`src/rtl/pe_act_scheduler.sv`:
```
// Pop-side sequencer for the PE activation queue: replays each popped activation
// once per assigned row to the MAC datapath. Optional macro: PE_ACT_ZERO_SKIP_EN.
module pe_act_scheduler #(
   parameter int QUEUE_WIDTH = 32,
   parameter int ACT_WIDTH   = 16,
   parameter int IDX_WIDTH   = 16,
   parameter int ROW_WIDTH   = 6,
   parameter int CNT_WIDTH   = 16
) (
   input  logic                   clk,
   input  logic                   rst,
   input  logic                   enable,
   input  logic [ROW_WIDTH-1:0]   cfg_num_rows,
   input  logic                   queue_empty,
   input  logic [QUEUE_WIDTH-1:0] act_out,
   output logic                   pop_act,
   output logic                   dp_valid,
   input  logic                   dp_ready,
   output logic [ACT_WIDTH-1:0]   dp_act,
   output logic [IDX_WIDTH-1:0]   dp_idx,
   output logic [ROW_WIDTH-1:0]   dp_row,
   output logic                   dp_last,
   output logic                   layer_done,
   output logic                   busy,
   output logic [CNT_WIDTH-1:0]   act_cnt
);

   // Handshake: a request transfers on a cycle with dp_valid=1 and dp_ready=1;
   // while dp_valid=1 and dp_ready=0 the payload (act/idx/row/last) is held.

   typedef enum logic [1:0] {IDLE, ISSUE, DONE} state_t;

   localparam logic [ROW_WIDTH-1:0] ROW_ONE = ROW_WIDTH'(1);
   localparam logic [CNT_WIDTH-1:0] CNT_ONE = CNT_WIDTH'(1);

   state_t                 state, state_nxt, load_target;
   logic [ACT_WIDTH-1:0]   act_q;
   logic [IDX_WIDTH-1:0]   idx_q;
   logic [ROW_WIDTH-1:0]   rows_q;
   logic [ROW_WIDTH-1:0]   row_q;
   logic [ACT_WIDTH-1:0]   head_act;
   logic [IDX_WIDTH-1:0]   head_idx;
   logic                   head_marker;
   logic                   head_skip;
   logic                   last_hs;
   logic                   load;

   always_comb begin
      head_act    = act_out[QUEUE_WIDTH-1 -: ACT_WIDTH];
      head_idx    = act_out[IDX_WIDTH-1:0];
      head_marker = &head_idx;
`ifdef PE_ACT_ZERO_SKIP_EN
      head_skip   = (cfg_num_rows == '0) || (head_act == '0);
`else
      head_skip   = (cfg_num_rows == '0);
`endif
      // The marker takes precedence over the discard rules.
      if (head_marker)
         load_target = DONE;
      else if (head_skip)
         load_target = IDLE;
      else
         load_target = ISSUE;
   end

   always_comb begin
      dp_valid   = (state == ISSUE);
      dp_last    = (state == ISSUE) && (row_q == rows_q - ROW_ONE);
      layer_done = (state == DONE);
      busy       = (state != IDLE);
      last_hs    = dp_valid && dp_ready && dp_last;
      // rst is folded in so the strobe is low for the whole reset assertion.
      load       = !rst && enable && !queue_empty && ((state == IDLE) || last_hs);
      pop_act    = load;
      dp_act     = act_q;
      dp_idx     = idx_q;
      dp_row     = row_q;
   end

   always_comb begin
      state_nxt = state;
      case (state)
         IDLE:    if (load) state_nxt = load_target;
         ISSUE:   if (last_hs) state_nxt = load ? load_target : IDLE;
         DONE:    state_nxt = IDLE;
         default: state_nxt = IDLE;
      endcase
   end

   always_ff @(posedge clk or posedge rst) begin
      if (rst)
         state <= IDLE;
      else
         state <= state_nxt;
   end

   always_ff @(posedge clk or posedge rst) begin
      if (rst) begin
         act_q   <= '0;
         idx_q   <= '0;
         rows_q  <= '0;
         row_q   <= '0;
         act_cnt <= '0;
      end else begin
         if (load) begin
            act_q  <= head_act;
            idx_q  <= head_idx;
            rows_q <= cfg_num_rows;
            row_q  <= '0;
         end else if (dp_valid && dp_ready && !dp_last) begin
            row_q <= row_q + ROW_ONE;
         end

         if (state == DONE)
            act_cnt <= '0;
         else if (last_hs && (act_cnt != '1))
            act_cnt <= act_cnt + CNT_ONE;
      end
   end

endmodule
```
`config.mk`:
```
export PLATFORM = sky130hd
export DESIGN_NAME = pe_act_scheduler
export DESIGN_NICKNAME = d
export VERILOG_FILES = /design/src/rtl/pe_act_scheduler.sv
export SDC_FILE = /design/constraint.sdc
export NUM_CORES = 1
export LEC_CHECK = 0
export CORE_ASPECT_RATIO = 1.25
export CORE_MARGIN = 4
export CORE_UTILIZATION = 45
export DETAILED_ROUTE_END_ITERATION = 7
export GPL_ROUTABILITY_DRIVEN = 0
export PLACE_DENSITY = 0.8
export SKIP_CTS_REPAIR_TIMING = 1
export SLEW_MARGIN = 20
export SYNTH_ARGS = -nofsm -noshare
export SYNTH_HDL_FRONTEND = slang
export SYNTH_SLANG_ARGS = --single-unit
```
`constraint.sdc`:
```
create_clock -name clk -period 4.1 [get_ports clk]
set_input_delay 0.82 -clock clk [delete_from_list [all_inputs] [get_ports clk]]
set_output_delay 0.82 -clock clk [all_outputs]
set_load 0.03 [all_outputs]
```
==> metrics.txt <==
status finished, final reports clean; H-tree levels 3; Buffers on Ports between 100 and 150; Int Pwr 1.68 mW; initial DRC count 66; largest net degree at the start of global routing 63; worst setup path class reg2out; Worst EP arrival 2.74 ns; area delta synth->final 44.0%; initial antenna violation count 0; Worst path slowest cell or2_2; max incr delay on CP roughly 0.5 ns; Top FF cell, synth dfrtp_1; sw power 1.10 mW; CTS buffer count 9; Worst Hold Depth 1; Post-synth ARST share 1.00; die span in y a little under 100 um; WP data required 3.28 ns; Final Setup Violations 0; Reg clk slew, reported paths 0.07 ns; clk buf depth 2; layout cells sized above 1 0.101; Reg2Reg Setup Slack approximately 1.0 ns; final-report hold violation count 0; all-layer global routing usage 0.181; synthesized area 2900 um^2; Critical Path Start Type flip-flop; total power divided by cell area about 670 nW/um^2; Inserted Diodes 0; LEAKAGE ~1.8 nW; R2R depth 11; clock power share 0.158; Routed Antenna Nets 0; initial core utilization 0.467; synth top area cells dfrtp_1 54%, mux2_1 9.7%, mux2_2 5.0%; Max Slew Vio Count 0; RSZ-0062 raised after global routing false; TritonRoute pass-1 iters 4; capturing point of the worst reg2reg path rows_q[0]$_DFFE_PP0P_; vias post-DR around 2.4k; number of instances in the placed design approximately 440; combinational power share 0.483; CTS tree built; root buf cell clkbuf_8; Slew headroom 0.482; Hold EP dp_act[3]$_DFFE_PP0P_; Fillers just under 500; largest fanout on the critical path 21; delay-heaviest family, CP simple AND/OR/NAND/NOR gates; syn nets around 300; post-synthesis sequential area ratio 0.535; die area approximately 7800 um^2; core area 6210 um^2; Post-Route WL just under 7000 um; Final nets about 410; crit path cell chain inv_1, ha_1, nor3b_1, xnor2_1, a2111oi_2, buf_4, a21boi_1, or2_2, inv_2, buf_4; I/O pins ~100; global route overflow 0; Avg Inst Size Synth about 11 um^2; clock sinks between 60 and 70; worst path bufs/invs 4; number of synthesized flops with an enable pin 0; area leader, netlist dfrtp_1; PnR Total Power roughly 2.8 mW; post-DP HPWL 5080 um; worst vdd ir 0.477 mV; Setup TNS 0 ns; Layout Cells excl Fill about 450; Register Area between 1500 and 2000 um^2; hold path start dp_act[3]$_DFFE_PP0P_; Die W 79.8 um; hold_ws between 0.4 and 0.5 ns; Final Skew about 0.0087 ns; Synth warnings 0; routed length per instance 14.9 um; Max Clk Rate about 280 MHz; post-synthesis register bit count between 60 and 70; vias per inst approximately 5.2; Max Cap Viol 0; area of the multi-input gates roughly 1300 um^2; CP Capture Type primary output; first-pass GRT wire length approximately 11000 um; drt drc 0; worst skew pair latency about 0.32 ns; Distinct cells, synth 40; post-layout min period between 3 and 4 ns; switching part of the total 0.397; Most Frequent Cell on Critical Path buf_4; row count 32; Slew @ Worst Pin approximately 0.78 ns; Reg-to-Reg Start rows_q[0]$_DFFE_PP0P_; post-synth top area share 0.535; sequential power share 0.359; fin crit share 0.867; post-synthesis cell count about 250; Hold WC Path Type reg2reg; vias in the first global route between 2k and 2.5k
## cell usage in the layout, fill, tap and decap left out, types with 3 or more instances in the layout
| cell | count |
|---|---|
| o21ai_1 | 3 |
| nand2_1 | 13 |
| a21oi_1 | 11 |
| dfrtp_1 | 62 |
| mux2_2 | 13 |
| clkdlybuf4s50_1 | 100 |
| nor4_1 | 4 |
| xor2_1 | 6 |
| mux2i_1 | 3 |
| nand3_1 | 9 |
| nor3_1 | 7 |
| and2_1 | 9 |
| buf_4 | 5 |
| clkbuf_1 | 3 |
| mux2_1 | 25 |
| o21ai_0 | 5 |
| ha_1 | 3 |
| xnor2_1 | 8 |
| nand4_1 | 12 |
| clkinv_2 | 3 |
| nor2_1 | 13 |
| nand2b_1 | 3 |
| or3_1 | 8 |
| inv_1 | 7 |
| clkbuf_8 | 9 |
## metrics by stage
step,setup WS (ns),utilization,area (um^2)
after floorplan,0.0914,-,2900
after global routing,0.351,0.673,4170
after global placement,0.887,0.647,4020
final,0.543,0.673,4170
after CTS,0.514,0.673,4170
after detailed placement,0.853,0.647,4020
## state kept, by name, indices dropped and copies added (netlist names)
name,cells
act_cnt,16
dp_act,16
dp_idx,16
dp_row,6
rows_q,6
state,2
## cell type report
class / count / share of cell area
clock buffers: 12 / 0.0324
clock inverters: 4 / 0.00570
inverters: 9 / 0.00809
multi-input cells: 175 / 0.308
flip-flops and latches: 62 / 0.372
well taps: 85 / 0.0255
repair buffers: 105 / 0.249
## power by group through the flow
stage / Sequential [mW] / Combinational (mW) / Clock [mW]
detailed placement: 1.00 / 1.35 / 0
CTS: 1.00 / 1.36 / 0.455
floorplan: 1.35 / 0.433 / 0
global placement: 0.997 / 1.33 / 0
finish: 0.999 / 1.34 / 0.439
global route: 1.03 / 1.43 / 0.491
## worst max path at each step
stage,from,to,slack [ns],cells past startpoint
after floorplan,rst,pop_act,0.09,5
after global routing,rows_q[0]$_DFFE_PP0P_,pop_act,0.35,10
final,rows_q[0]$_DFFE_PP0P_,pop_act,0.54,10
after detailed placement,dp_ready,pop_act,0.85,6
after CTS,rows_q[0]$_DFFE_PP0P_,pop_act,0.51,10
after global placement,dp_ready,pop_act,0.89,6
## kinds of logic after synthesis
logic type / synth area share
and+or+nand+nor: 0.161
DFF: 0.535
muxes: 0.158
AOI/OAI and AO/OA: 0.0596
buffers and inverters: 0.0233
xor gates and xnor gates: 0.0501
adders and majority gates: 0.0129
## synthesized netlist by cell type, types with 4 or more instances
cell type  count
a21oi_1       11
nand2_1       13
and2_1         9
nand4_1       12
or3_1          8
nor4_1         4
mux2_2        13
nor2_1        13
nor3_1         7
dfrtp_1       62
inv_1          8
xnor2_1        8
mux2_1        25
o21ai_0        5
nand3_1        9
xor2_1         6
## layer usage
metal  share of wire  vias up  track usage
met1            0.40     1142        0.218
li1                -     1133            -
met4          0.0092        0       0.0416
met5               0        -            0
met3           0.091        8       0.0766
met2            0.50       89        0.302
No activity file was read; power rests on OpenSTA's default activity.
